File: src/rtl/nb_pkg.sv
// Shared types and constants for the Naive Bayes scoring stage.
// Holds the Q0.8 width, FSM state enum, lane record and priors.
package nb_pkg;

    localparam int Q_W       = 8;
    localparam int EXP_MAX_W = 16;

    localparam logic [Q_W-1:0] PRIOR_DEF = 8'h80;

    typedef enum logic [1:0] {
        ACC,
        MUL,
        DECIDE,
        DONE
    } state_t;

    // Exponent field is sized for the widest supported EXP_W.
    // Lanes zero-extend their narrower exponent into it.
    typedef struct packed {
        logic [Q_W-1:0]       m;
        logic [EXP_MAX_W-1:0] e;
        logic                 sat;
    } lane_t;

    // Leading zeros of a product known to be >= 0x0080 (0..8).
    function automatic logic [3:0] nb_lz(
        input logic [2*Q_W-1:0] p
    );
        logic [3:0] n;
        logic       f;
        n = 4'd8;
        f = 1'b0;
        for (int i = 2*Q_W-1; i >= Q_W; i--) begin
            if (!f && p[i]) begin
                n = 4'(2*Q_W-1-i);
                f = 1'b1;
            end
        end
        return n;
    endfunction

endpackage

File: src/rtl/nb_lane.sv
// One class lane: mantissa/exponent score with 8x8 array multiply.
// Ports: clk, rst, load (reload prior), step (apply p), p, st (record).
module nb_mul8 #(
    parameter int W = 8
) (
    input  logic [W-1:0]   a,
    input  logic [W-1:0]   b,
    output logic [2*W-1:0] prod
);

    logic [2*W-1:0] acc;

    // Shift-and-add array of partial products.
    always_comb begin
        acc = '0;
        for (int i = 0; i < W; i++) begin
            if (b[i]) begin
                acc = acc + ((2*W)'(a) << i);
            end
        end
    end

    assign prod = acc;

endmodule

module nb_lane
    import nb_pkg::*;
#(
    parameter logic [Q_W-1:0] PRIOR = PRIOR_DEF,
    parameter int             EXP_W = 12
) (
    input  logic           clk,
    input  logic           rst,
    input  logic           load,
    input  logic           step,
    input  logic [Q_W-1:0] p,
    output lane_t          st
);

    logic [Q_W-1:0]   m;
    logic [EXP_W-1:0] e;
    logic             sat;

    logic [2*Q_W-1:0] prod;
    logic [3:0]       lz;
    logic [EXP_W:0]   sum;
    logic             ovf;

    nb_mul8 #(
        .W (Q_W)
    ) u_mul (
        .a    (m),
        .b    (p),
        .prod (prod)
    );

    assign lz  = nb_lz(prod);
    assign sum = {1'b0, e} + (EXP_W+1)'(lz);
    assign ovf = sum[EXP_W];

    always_ff @(posedge clk) begin
        if (rst || load) begin
            m   <= PRIOR;
            e   <= '0;
            sat <= 1'b0;
        end else if (step) begin
            // Normalize so m[7]=1; low product bits are dropped.
            m   <= Q_W'((prod << lz) >> Q_W);
            e   <= ovf ? '1 : sum[EXP_W-1:0];
            sat <= sat | ovf;
        end
    end

    assign st = '{m: m, e: EXP_MAX_W'(e), sat: sat};

endmodule

File: src/rtl/nb_score_accumulator.sv
// Naive Bayes ham/spam scorer: per-word products, decision on last.
// Ports: clk, rst, in_* pair handshake, out_* decision handshake.
// NB_WORD_COUNT_EN adds out_words (pairs accepted this message).
module nb_score_accumulator
    import nb_pkg::*;
#(
    parameter logic [7:0] PRIOR_SPAM = PRIOR_DEF,
    parameter logic [7:0] PRIOR_HAM  = PRIOR_DEF,
    parameter int         EXP_W      = 12
) (
    input  logic              clk,
    input  logic              rst,
    input  logic              in_valid,
    output logic              in_ready,
    input  logic              in_last,
    input  logic [Q_W-1:0]    p_spam,
    input  logic [Q_W-1:0]    p_ham,
    output logic              out_valid,
    input  logic              out_ready,
    output logic              is_spam,
    output logic [EXP_W:0]    out_exp_diff,
    output logic              out_sat
`ifdef NB_WORD_COUNT_EN
    ,
    output logic [15:0]       out_words
`endif
);

    state_t state;
    state_t state_n;

    logic [Q_W-1:0] ps_q;
    logic [Q_W-1:0] ph_q;
    logic           last_q;

    logic accept;
    logic step;
    logic decide;
    logic reload;

    lane_t ls;
    lane_t lh;

    logic           spam_win;
    logic [EXP_W:0] diff;

    always_ff @(posedge clk) begin
        if (rst) begin
            state <= ACC;
        end else begin
            state <= state_n;
        end
    end

    always_comb begin
        state_n = state;
        accept  = 1'b0;
        step    = 1'b0;
        decide  = 1'b0;
        reload  = 1'b0;
        unique case (state)
            ACC: begin
                if (in_valid) begin
                    accept  = 1'b1;
                    state_n = MUL;
                end
            end
            MUL: begin
                step    = 1'b1;
                state_n = last_q ? DECIDE : ACC;
            end
            DECIDE: begin
                decide  = 1'b1;
                state_n = DONE;
            end
            DONE: begin
                if (out_ready) begin
                    reload  = 1'b1;
                    state_n = ACC;
                end
            end
            default: state_n = ACC;
        endcase
    end

    assign in_ready = (state == ACC) && !rst;

    // Zero likelihoods are clamped so a lane never collapses to 0.
    always_ff @(posedge clk) begin
        if (rst) begin
            ps_q   <= 8'h01;
            ph_q   <= 8'h01;
            last_q <= 1'b0;
        end else if (accept) begin
            ps_q   <= (p_spam == '0) ? 8'h01 : p_spam;
            ph_q   <= (p_ham == '0) ? 8'h01 : p_ham;
            last_q <= in_last;
        end
    end

    nb_lane #(
        .PRIOR (PRIOR_SPAM),
        .EXP_W (EXP_W)
    ) u_spam (
        .clk  (clk),
        .rst  (rst),
        .load (reload),
        .step (step),
        .p    (ps_q),
        .st   (ls)
    );

    nb_lane #(
        .PRIOR (PRIOR_HAM),
        .EXP_W (EXP_W)
    ) u_ham (
        .clk  (clk),
        .rst  (rst),
        .load (reload),
        .step (step),
        .p    (ph_q),
        .st   (lh)
    );

    // Larger exponent means smaller score; ties go to ham.
    assign spam_win = (ls.e < lh.e) ||
                      ((ls.e == lh.e) && (ls.m > lh.m));

    assign diff = (EXP_W+1)'(lh.e) - (EXP_W+1)'(ls.e);

    always_ff @(posedge clk) begin
        if (rst) begin
            out_valid    <= 1'b0;
            is_spam      <= 1'b0;
            out_exp_diff <= '0;
            out_sat      <= 1'b0;
        end else if (decide) begin
            out_valid    <= 1'b1;
            is_spam      <= spam_win;
            out_exp_diff <= diff;
            out_sat      <= ls.sat | lh.sat;
        end else if (reload) begin
            out_valid    <= 1'b0;
        end
    end

`ifdef NB_WORD_COUNT_EN
    always_ff @(posedge clk) begin
        if (rst || reload) begin
            out_words <= '0;
        end else if (accept && (out_words != 16'hFFFF)) begin
            out_words <= out_words + 16'd1;
        end
    end
`endif

endmodule

File: config.mk
export PLATFORM = sky130hd
export DESIGN_NAME = nb_score_accumulator
export DESIGN_NICKNAME = d
export VERILOG_FILES = /design/src/rtl/nb_pkg.sv /design/src/rtl/nb_lane.sv /design/src/rtl/nb_score_accumulator.sv
export SDC_FILE = /design/constraint.sdc
export NUM_CORES = 1
export LEC_CHECK = 0
export CELL_PAD_IN_SITES_DETAIL_PLACEMENT = 1
export CELL_PAD_IN_SITES_GLOBAL_PLACEMENT = 2
export CORE_MARGIN = 2
export CORE_UTILIZATION = 35
export DETAILED_ROUTE_END_ITERATION = 7
export PLACE_DENSITY_LB_ADDON = 0.2
export SYNTH_ARGS = -nofsm -noshare
export SYNTH_HDL_FRONTEND = slang
export SYNTH_SLANG_ARGS = --single-unit
export TNS_END_PERCENT = 100
File: constraint.sdc
create_clock -name clk -period 21.6 [get_ports clk]
set_input_delay 4.32 -clock clk [delete_from_list [all_inputs] [get_ports clk]]
set_output_delay 4.32 -clock clk [all_outputs]
set_load 0.005 [all_outputs]
* Yosys cells after proc, flatten, opt, wreduce, memory -nomap -nowiden
Index checks and enable logic that the tools add are counted.
W data, S select, Z words.
** Word-level totals
- Bits in registers :: 77
- Latch bits :: 0
- RAM bits :: 0
- Bits in read-only memories :: 0
- Bits of input ports :: 21
- Output and inout bits :: 17
- Word-level logic and storage cells :: 144
- Memories kept :: 0
** Operators by class
- Add/sub/neg operators :: 17
- Multipliers :: 0
- Divide/modulo/power cells :: 0
- $lt $le $gt $ge :: 2
- Equal/unequal tests :: 6
- Shift operators :: 2
- Mux-type cells :: 62
- Bitwise operators :: 3
- Reductions and logical operators :: 38
** Operators by type and width (count)
- $mux W16 :: 14
- $mux W4 :: 16
- $add A16 B10 Y16 :: 2
- $add A16 B11 Y16 :: 2
- $add A16 B12 Y16 :: 2
- $add A16 B13 Y16 :: 2
- $add A16 B14 Y16 :: 2
- $add A16 B15 Y16 :: 2
- $add A16 B9 Y16 :: 2
- $mux W8 :: 4
- $shl A16 B4 Y16 :: 2
- $add A12 B4 Y13 :: 2
- $mux W12 :: 2
- $mux W1 :: 22
- $logic_and A1 B1 Y1 :: 16
- $logic_not A8 Y1 :: 2
- $logic_not A1 Y1 :: 15
- $sub A12 B12 Y13 :: 1
- $eq A12 B12 Y1 :: 1
- $lt A12 B12 Y1 :: 1
- $gt A8 B8 Y1 :: 1
- $pmux W2 S4 :: 1
- $mux W2 :: 3
- $eq A2 B2 Y1 const B :: 2
- other kinds (7) :: 11

* Depth between registers and ports, before layout
Gate-level depths: netlist (run 1).
- Depth after elaboration :: 39
- Mapped depth :: 63
- Mapped depth without buffers :: 61

* Cells and area by module
A second synthesis (run 1) with hierarchy kept.
** Unflattened totals
- Cells, all modules :: 1670
- Area total of the unflattened synthesis :: 12653.4 um^2
** By module, submodules not included
- nb_mul8 :: times used 2, cells each 448, area an instance 3285.7 um^2, sequential area each 0.0 um^2
- nb_lane :: times used 2, cells each 221, area an instance 1771.7 um^2, sequential area each 420.4 um^2
- nb_score_accumulator :: times used 1, cells each 332, area an instance 2538.7 um^2, sequential area each 700.7 um^2

* Least setup slack after synthesis (run 1)
OpenSTA, ideal clock, no wires.
- Path kind :: register to register
- Start :: register u_spam.m[5]
- End :: register u_spam.e[8]
- Setup time :: 128 ps
- Data arrival time :: 11652 ps
- Data required time :: 21472 ps
- Setup slack :: 9820 ps
- Stages on the path, launching flop included :: 55
- Path buffers :: 1
- Period minus slack after synthesis :: 11780 ps
- Cell sequence :: dfxtp_1 -> and2_1 -> ha_1 -> inv_1 -> a2111oi_1 -> nor3_1 -> xnor2_1 -> mux2i_1 -> inv_1 -> ha_1 -> and3_1 -> a221oi_1 -> xnor2_1 -> mux2_2 -> ha_1 -> clkbuf_1 -> nand3b_1 -> mux2i_1 -> (+19 left out) -> and4b_1 -> a311oi_1 -> o311ai_1 -> a2111oi_4 -> inv_2 -> a211o_4 -> nor4_4 -> nor2_2 -> inv_1 -> ha_1 -> inv_1 -> fa_1 -> nor2b_1 -> o21ai_0 -> nand2b_1 -> or4b_2 -> mux2i_1 -> nor2_1
** On the way
- Longest elaborated chain between the ends :: 39
- Elaborated cells on any way between the ends :: 46
- Those cells by class :: add/sub: 8; mux: 24; reduce/logical: 14
** Ends and longest elaborated chain
- from (decl) :: line nb_lane.sv:41 : logic [Q_W-1:0] m;
- from (signal assigned) :: line nb_lane.sv:69 : m <= Q_W'((prod << lz) >> Q_W);
- $mux W8 :: line nb_lane.sv:17 : if (b[i]) begin
- $add A16 B9 Y16 :: line nb_lane.sv:18 : acc = acc + ((2*W)'(a) << i);
- $mux W16 :: line nb_lane.sv:17
- $add A16 B10 Y16 :: line nb_lane.sv:18
- $mux W16 :: line nb_lane.sv:17
- $add A16 B11 Y16 :: line nb_lane.sv:18
- $mux W16 :: line nb_lane.sv:17
- $add A16 B12 Y16 :: line nb_lane.sv:18
- (+23 left out)
- $logic_not A1 Y1 :: line nb_pkg.sv:34 : if (!f && p[i]) begin
- $logic_and A1 B1 Y1 :: line nb_pkg.sv:34
- $mux W1 :: line nb_pkg.sv:34
- $logic_not A1 Y1 :: line nb_pkg.sv:34
- $logic_and A1 B1 Y1 :: line nb_pkg.sv:34
- $mux W4 * :: line nb_pkg.sv:34
- $add A12 B4 Y13 * :: line nb_lane.sv:59 : assign sum = {1'b0, e} + (EXP_W+1)'(lz);
- $mux W12 * :: line nb_lane.sv:70 : e <= ovf ? '1 : sum[EXP_W-1:0];
- to (signal assigned) :: line nb_lane.sv:70
- to (decl) :: line nb_lane.sv:42 : logic [EXP_W-1:0] e;
Every way passes the cells marked *; elsewhere a longest branch is shown, timed or not.
A chain may end at the register's enable or synchronous reset.

* Worst setup path in the final report (run 1)
- Start :: register u_spam.m[1]
- End :: register u_spam.e[8]
The elaborated chain is that of the path after synthesis.

==> out/qor.tcl, run 1 <==
set qor(run_status) {finished, final reports clean}
set qor(numCtsBuffers) 9
set qor(port_buffers) 37
set qor(syn-instance-count) 1627
set qor(antenna_diode_count) 0
set qor(min_from) {out_valid$_SDFFE_PP0P_}
set qor(ys_seq_area_frac) 0.128
set qor(die_height_um) 190
set qor(powerDensity_nw_per_um2) 70.3
set qor(global_route.usage.total) 0.236
set qor(crit-reg2reg-capture) {u_spam.e[8]$_SDFFE_PP0N_}
set qor(power_frac_seq) 0.187
set qor(cp_common_cell) {sky130_fd_sc_hd__ha_1}
set qor(worstPathArrival_ns) 14.18
set qor(worst_hold_path.endpoint) {out_valid$_SDFFE_PP0P_}
set qor(floorplan.io_pins) 38
set qor(initial_utilization) 0.358
set qor(synth.ff_latch_count) 77
set qor(cts-root-buf) {sky130_fd_sc_hd__clkbuf_16}
set qor(internal_cell_power_uw) 464
set qor(syn_avg_cell_area_sq_um) 7.41
set qor(cts_tree) {built}
set qor(final.setup.tns_ns) 0
set qor(synth_fp_nets) 1813
set qor(layout_commonest_cell) {sky130_fd_sc_hd__a21oi_1}
set qor(grt-ovfl-total) 0
set qor(clock_latency_ns) 0.37
set qor(clk_pin_slew_ns) 0.07
set qor(drive_above_1_share) 0.0700
set qor(routed_wire_length_per_instance_um) 20.0
set qor(synth.top_cells.by_area) {sky130_fd_sc_hd__ha_1 (15%), sky130_fd_sc_hd__dfxtp_1 (13%), sky130_fd_sc_hd__a21oi_1 (6.9%), sky130_fd_sc_hd__o21ai_0 (4.6%), sky130_fd_sc_hd__nand2_1 (4.4%)}
set qor(slew-limit-headroom) 0.272
set qor(postCtsSetupRepairBufs) 0
set qor(vias_in_the_first_global_route) 12501
set qor(post-route-drc-count) 0
set qor(drv_cap) 0
set qor(critical_path.slowest_cell) {sky130_fd_sc_hd__a2111oi_1}
set qor(hold_path_class) {reg2reg}
set qor(post_synth_top_flop) {sky130_fd_sc_hd__dfxtp_1}
set qor(timing.hold.ws_ns) 0.449
set qor(peakVddDrop_v) 0.0000437
set qor(setup.worst_path.start_class) {register}
set qor(grt_antenna_before_repair) 0
set qor(final_antenna_net_count) 0
set qor(mostFrequentLayoutCells) {sky130_fd_sc_hd__a21oi_1 (166), sky130_fd_sc_hd__ha_1 (148), sky130_fd_sc_hd__nand2_1 (140)}
set qor(grt_first_pass_wirelength_um) 68800
set qor(slew_viol_final) 0
set qor(route.detailed.vias_per_inst) 5.88
set qor(finalNetCount) 1825
set qor(layout_overhead_on_the_synthesized_area_pct) 9.21
set qor(fmaxAchievable_mhz) 71.7
set qor(fp.dieArea_sq_um) 35900
set qor(crit_required_ns) 21.83
set qor(setup_ws_ns) 7.65
set qor(detailedRoute.firstPassIterationCount) 5
set qor(post_synth_instance_area_sq_um) 12100
set qor(critPathCaptureType) {register}
set qor(number_of_design_rule_violations_left_by_the_first_detailed_router_iteration) 749
set qor(path_class) {reg2reg}
set qor(detailedPlacementHpwl_um) 33000
set qor(timing.rr.start) {u_spam.m[1]$_SDFFE_PP0N_}
set qor(biggest_fanout_along_the_worst_timing_path) 11
set qor(clock_power_share) 0.171
set qor(finalHoldViolations) 0
set qor(grt_setup_unrepaired) {no}
set qor(area_share_of_the_largest_cell_type_after_synthesis) 0.154
set qor(grt_start_max_net_pins) 38
set qor(wl_um) 41800
set qor(layout_worst_path_cycle_share) 0.646
set qor(row_count) 67
set qor(worstMarginPinSlew_ns) 1.08
set qor(power_switching_share) 0.498
set qor(design.core.area_sq_um) 33700
set qor(power.net_switching_uw) 461
set qor(clock-sinks) 77
set qor(hold_bufs_inserted_after_cts) 0
set qor(routabilityCongestion) 0.866
set qor(synth_top_area_cell) {sky130_fd_sc_hd__ha_1}
set qor(async_s_r_ff_share_synth) 0
set qor(count_of_flip_flops_with_a_built_in_enable_after_synthesis) 0
set qor(hold-path-cell-count) 2
set qor(finalSetupViolCount) 0
set qor(cpPeakStageDelay_ns) 0.80
set qor(clock_tree.htree_level_count) 3
set qor(finalClockSkew_ns) 0.0118
set qor(ff2ff_setup_slack_ns) 7.65
set qor(clk_path_buf_depth) 2
set qor(cts_resized) 0
set qor(vias) 12311
set qor(ys_warn_count) 0
set qor(dp_slack_ns) 7.66
set qor(dieWidth_um) 190
set qor(synth_cell_type_count) 97
set qor(pleak_uw) 0.00554
set qor(final_period_minus_worst_setup_slack_ns) 13.95
set qor(comb_power_share) 0.642
set qor(timing.reg2reg.worst_path_depth) 58
==> layer usage <==
metal,GRT usage,share of wire
met1,0.342,0.52
met2,0.381,0.44
met5,0,0
met3,0.0245,0.027
met4,0.0414,0.012
==> cells by family after synthesis <==
logic type,count (synthesis),synth area share
xor gates and xnor gates,69,0.0501
and+or+nand+nor,513,0.214
buffers and inverters,172,0.0550
muxes,55,0.0492
DFF,77,0.128
AOI/OAI and AO/OA,576,0.322
adders and majority gates,165,0.182
==> how the worst max path moves through the flow <==
stage / from / to / slack (ns) / cells after the start
after floorplan: u_spam.m[5]$_SDFFE_PP0N_ / u_spam.e[8]$_SDFFE_PP0N_ / 9.82 / 54
after global placement: u_spam.m[3]$_SDFFE_PP0N_ / u_spam.e[8]$_SDFFE_PP0N_ / 7.93 / 57
after detailed placement: u_spam.m[3]$_SDFFE_PP0N_ / u_spam.e[8]$_SDFFE_PP0N_ / 7.66 / 57
after CTS: u_spam.m[3]$_SDFFE_PP0N_ / u_spam.e[8]$_SDFFE_PP0N_ / 7.67 / 57
after global routing: u_spam.m[1]$_SDFFE_PP0N_ / u_spam.e[8]$_SDFFE_PP0N_ / 6.61 / 58
final: u_spam.m[1]$_SDFFE_PP0N_ / u_spam.e[8]$_SDFFE_PP0N_ / 7.65 / 58
==> final cells by class <==
type	count	area [sq um]
repair buffers	51	470
well taps	448	561
clock buffers	10	229
fillers	4240	20500
multi-input cells	1378	9850
inverters	122	458
flip-flops and latches	77	1540
clock inverters	6	52.6
==> flip-flops by register name (all words and copies together) (netlist names), named ones only <==
register	flops
last_q	1
u_spam.sat	1
ph_q	8
u_spam.e	12
state	1
out_sat	1
is_spam	1
out_valid	1
ps_q	8
u_ham.e	12
u_spam.m	8
u_ham.m	8
out_exp_diff	13
u_ham.sat	1
==> worst max-delay path, delay by kind of cell (launching register included) <==
kind / cells / cell delay [ns]
mux: 4 / 1.01
flops: 1 / 0.71
simple gates: 14 / 2.49
compound gates: 19 / 5.25
fa+ha+maj: 9 / 2.76
xor+xnor: 5 / 0.90
buf+inv: 7 / 0.67
==> synth_stat cells (14+ instances only) <==
library cell / count
sky130_fd_sc_hd__nor2_1: 107
sky130_fd_sc_hd__a211oi_1: 32
sky130_fd_sc_hd__inv_1: 115
sky130_fd_sc_hd__nand2_1: 140
sky130_fd_sc_hd__fa_1: 17
sky130_fd_sc_hd__a31oi_1: 21
sky130_fd_sc_hd__mux2i_1: 23
sky130_fd_sc_hd__nor2b_1: 24
sky130_fd_sc_hd__nand2b_1: 32
sky130_fd_sc_hd__a21oi_1: 166
sky130_fd_sc_hd__o21a_1: 22
sky130_fd_sc_hd__dfxtp_1: 77
sky130_fd_sc_hd__xnor2_1: 48
sky130_fd_sc_hd__nor3_1: 44
sky130_fd_sc_hd__xor2_1: 21
sky130_fd_sc_hd__and3_1: 14
sky130_fd_sc_hd__and2_1: 19
sky130_fd_sc_hd__nand3_1: 41
sky130_fd_sc_hd__mux2_2: 31
sky130_fd_sc_hd__o211ai_1: 15
sky130_fd_sc_hd__o21ai_0: 112
sky130_fd_sc_hd__clkbuf_1: 34
sky130_fd_sc_hd__a21o_1: 38
sky130_fd_sc_hd__ha_1: 148
==> stage by stage <==
stage               cells  power (uW)  utilization  instance area, sq um
floorplan            1627         610            -                 12100
global placement     2076         754        0.382                 12900
detailed placement   2076         764        0.382                 12900
CTS                  2092         928        0.391                 13200
global route         2092        1010        0.391                 13200
finish               2092         925        0.391                 13200
==> power by group through the flow <==
stage / logic [uW] / clock network, uW / registers (uW)
2_1_floorplan: 443 / 0 / 167
5_1_grt: 668 / 167 / 176
3_5_place_dp: 587 / 0 / 177
6_report: 594 / 158 / 173
4_1_cts: 591 / 164 / 173
3_3_place_gp: 578 / 0 / 177
Power figures use the tool's default switching activity.
==> inputs of run 2 (changes only) <==
--- a/config.mk
+++ b/config.mk
@@ -8,7 +8,7 @@
 export CELL_PAD_IN_SITES_DETAIL_PLACEMENT = 1
 export CELL_PAD_IN_SITES_GLOBAL_PLACEMENT = 2
 export CORE_MARGIN = 2
-export CORE_UTILIZATION = 35
+export CORE_UTILIZATION = 34
 export DETAILED_ROUTE_END_ITERATION = 7
 export PLACE_DENSITY_LB_ADDON = 0.2
 export SYNTH_ARGS = -nofsm -noshare
==> constraint.sdc (replaced) <==
create_clock -name clk -period 11.4 [get_ports clk]
set_input_delay 2.28 -clock clk [delete_from_list [all_inputs] [get_ports clk]]
set_output_delay 2.28 -clock clk [all_outputs]
set_load 0.005 [all_outputs]
==> run 2 against run 1 <==
Compared with the run above:
- non-clock buffer count increased by 356
- clock power is 83% higher
- total power is 140% higher
- die area is 2.9% higher
- via count up 13%
- critical endpoint unchanged
- largest cell class unchanged
- largest power group unchanged
==> out/qor.tcl, run 2 (synthesized netlist as in run 1, its figures left out) <==
set qor(grt_setup_unrepaired) {yes}
set qor(power_switching_share) 0.456 ;# -0.0417
set qor(grt_antenna_before_repair) 1 ;# +1
set qor(vias) 13857 ;# +13%
set qor(clock-sinks) 77 ;# unchanged
set qor(crit_required_ns) 11.61 ;# -10.22 ns
set qor(design.core.area_sq_um) 34700 ;# +3.0%
set qor(peakVddDrop_v) 0.0000677 ;# +55%
set qor(clock_tree.htree_level_count) 3 ;# unchanged
set qor(dp_slack_ns) -1.04 ;# -8.70 ns
set qor(placedCellCount) 2366 ;# +14%
set qor(final_antenna_net_count) 0 ;# unchanged
set qor(routed_wire_length_per_instance_um) 20.0 ;# +0.28%
set qor(clk_path_buf_depth) 2 ;# unchanged
set qor(finalHoldViolations) 0 ;# unchanged
set qor(wl_um) 49200 ;# +18%
set qor(finalSetupViolCount) 0 ;# unchanged
set qor(layout_overhead_on_the_synthesized_area_pct) 43.1
set qor(final_cell_count_no_fill) 2454 ;# +17%
set qor(antenna_diode_count) 0 ;# unchanged
set qor(design_area_sq_um) 17300 ;# +31%
set qor(final_period_minus_worst_setup_slack_ns) 11.29 ;# -2.65 ns
set qor(drv_cap) 0 ;# unchanged
set qor(power_frac_seq) 0.141 ;# -0.046
set qor(detailedRoute.firstPassIterationCount) 5 ;# unchanged
set qor(area.sequential_sq_um) 1550 ;# +0.73%
set qor(design_power_total_uw) 2250 ;# +140%
set qor(timing.hold.ws_ns) 0.460 ;# +0.0110 ns
set qor(slew-limit-headroom) 0.247 ;# -0.0243
set qor(cts_tree) {built}
set qor(regMostFlops) {out_exp_diff}
set qor(internal_cell_power_uw) 1220 ;# +160%
set qor(routabilityCongestion) 0.881 ;# +1.7%
set qor(layout_worst_path_cycle_share) 0.991 ;# +0.345
set qor(clock_latency_ns) 0.36 ;# about the same
set qor(largest_registers) {out_exp_diff x13, u_ham.e x12, u_spam.e x12}
set qor(row_count) 68 ;# +1.5%
set qor(top_layer) {met4}
set qor(multi_input_comb_area_sq_um) 11200 ;# +14%
set qor(layout_commonest_cell) {sky130_fd_sc_hd__buf_4}
set qor(fp.dieArea_sq_um) 37000 ;# +2.9%
set qor(met2_length_um) 23600 ;# +28%
set qor(finalNetCount) 2181 ;# +20%
set qor(dieWidth_um) 192 ;# +1.4%
set qor(slew_viol_final) 0 ;# unchanged
set qor(pleak_uw) 0.00750 ;# +35%
set qor(critPathCaptureType) {register}
set qor(worstPathArrival_ns) 11.51 ;# -2.67 ns
set qor(grt_first_pass_wirelength_um) 75600 ;# +9.9%
set qor(clk_pin_slew_ns) 0.07 ;# about the same
set qor(worstMarginPinSlew_ns) 1.13 ;# +0.0441 ns
set qor(mostFrequentLayoutCells) {sky130_fd_sc_hd__buf_4 (364), sky130_fd_sc_hd__a21oi_1 (143), sky130_fd_sc_hd__nand2_1 (123)}
set qor(number_of_design_rule_violations_left_by_the_first_detailed_router_iteration) 609 ;# -19%
set qor(biggest_fanout_along_the_worst_timing_path) 5 ;# -6
set qor(fillerInstances) 4258 ;# +0.42%
set qor(clock_power_share) 0.129 ;# -0.042
set qor(cp_common_cell) {sky130_fd_sc_hd__ha_4}
set qor(drive_above_1_share) 0.339 ;# +0.269
set qor(initial_utilization) 0.347 ;# -0.0104
set qor(vias_in_the_first_global_route) 14059 ;# +12%
set qor(comb_power_share) 0.730 ;# +0.088
set qor(setup_ws_ns) 0.107 ;# -7.55 ns
set qor(largest_reg_flops) 13 ;# unchanged
set qor(numCtsBuffers) 9 ;# unchanged
set qor(finalClockSkew_ns) 0.0114 ;# -0.000377 ns
set qor(route.detailed.vias_per_inst) 5.65 ;# -4.0%
set qor(wl_met3_um) 1110 ;# -0.80%
set qor(hold_path_class) {reg2reg}
set qor(postPlaceCellArea_sq_um) 15100 ;# +17%
set qor(floorplan.io_pins) 38 ;# unchanged
set qor(die_height_um) 192 ;# +1.4%
set qor(run_status) {finished, final reports clean}
set qor(global_route.usage.total) 0.256 ;# +0.0202
set qor(grt_start_max_net_pins) 38 ;# unchanged
set qor(path_class) {reg2reg}
set qor(setup.worst_path.start_class) {register}
set qor(hold_bufs_inserted_after_cts) 0 ;# unchanged
set qor(grt-ovfl-total) 0 ;# unchanged
set qor(port_buffers) 37 ;# unchanged
set qor(powerDensity_nw_per_um2) 130 ;# +85%
set qor(cts-root-buf) {sky130_fd_sc_hd__clkbuf_16}
set qor(detailedPlacementHpwl_um) 37100 ;# +12%
set qor(fmaxAchievable_mhz) 88.5 ;# +23%
set qor(power.net_switching_uw) 1030 ;# +120%
set qor(post-route-drc-count) 0 ;# unchanged
set qor(critical_path.slowest_cell) {sky130_fd_sc_hd__or4b_4}
set qor(wl_met1_um) 23700 ;# +9.0%
set qor(cpPeakStageDelay_ns) 0.46 ;# -0.34 ns
==> run 2: changes by cell type in the layout (fill, tap and decap cells not counted), sizes merged <==
cell	before	now
buf	15	371
inv	122	121
==> run 2: metrics by stage <==
stage               utilization  setup TNS, ns
floorplan                     -              0
finish                    0.497              0
CTS                       0.462        -0.0832
global placement          0.435          -9.81
global route              0.497          -7.83
detailed placement        0.435         -18.01
==> run 2: power groups by stage <==
stage / registers (uW) / clock network (uW) / logic [uW]
2_1_floorplan: 317 / 0 / 848
3_3_place_gp: 317 / 0 / 1370
3_5_place_dp: 318 / 0 / 1400
4_1_cts: 313 / 295 / 1480
5_1_grt: 320 / 304 / 1800
6_report: 317 / 289 / 1640
==> run 2: area by class of cell <==
type	count	share of cell area
Clock buffer	10	0.0139
Clock inverter	5	0.00254
Inverter	122	0.0267
Multi-Input combinational cell	1378	0.650
Sequential cell	77	0.0900
Tap cell	455	0.0330
Timing Repair Buffer	407	0.184
==> run 2: path summary, 6_finish.rpt <==
check	startpoint	endpoint	slack, ns	cells past startpoint
worst max-delay path	ps_q[0]$_SDFFE_PP1P_	u_spam.e[8]$_SDFFE_PP0N_	0.11	57
worst min-delay path	out_exp_diff[4]$_SDFFE_PP0P_	out_exp_diff[4]$_SDFFE_PP0P_	0.46	2
worst max register to register	ps_q[0]$_SDFFE_PP1P_	u_spam.e[8]$_SDFFE_PP0N_	0.11	57
worst min register to register	out_exp_diff[4]$_SDFFE_PP0P_	out_exp_diff[4]$_SDFFE_PP0P_	0.46	2
==> run 2: routing by layer <==
layer / track usage / vias to the layer above
met5: 0 / -
met2: 0.439 / 191
li1: - / 6794
met1: 0.354 / 6824
met3: 0.0204 / 48
met4: 0.0437 / 0
==> run 2: critical path, delay by kind of cell, from the launching register on <==
family                   cells  cell delay (ns)
AND/OR/NAND/NOR             15             2.93
adder cells (fa/ha/maj)     10             2.35
flip-flops                   1             0.37
XOR/XNOR                     1             0.15
AO/OA/AOI/OAI               20             3.97
buffers and inverters        7             0.56
multiplexers                 4             0.77
==> run 2: repair_timing <==
action                     4_1_cts  5_1_grt
cloned                           0        0
buffers inserted                30       44
pin swaps                       52      110
resized for setup               89      192
setup endpoints to repair       35       42
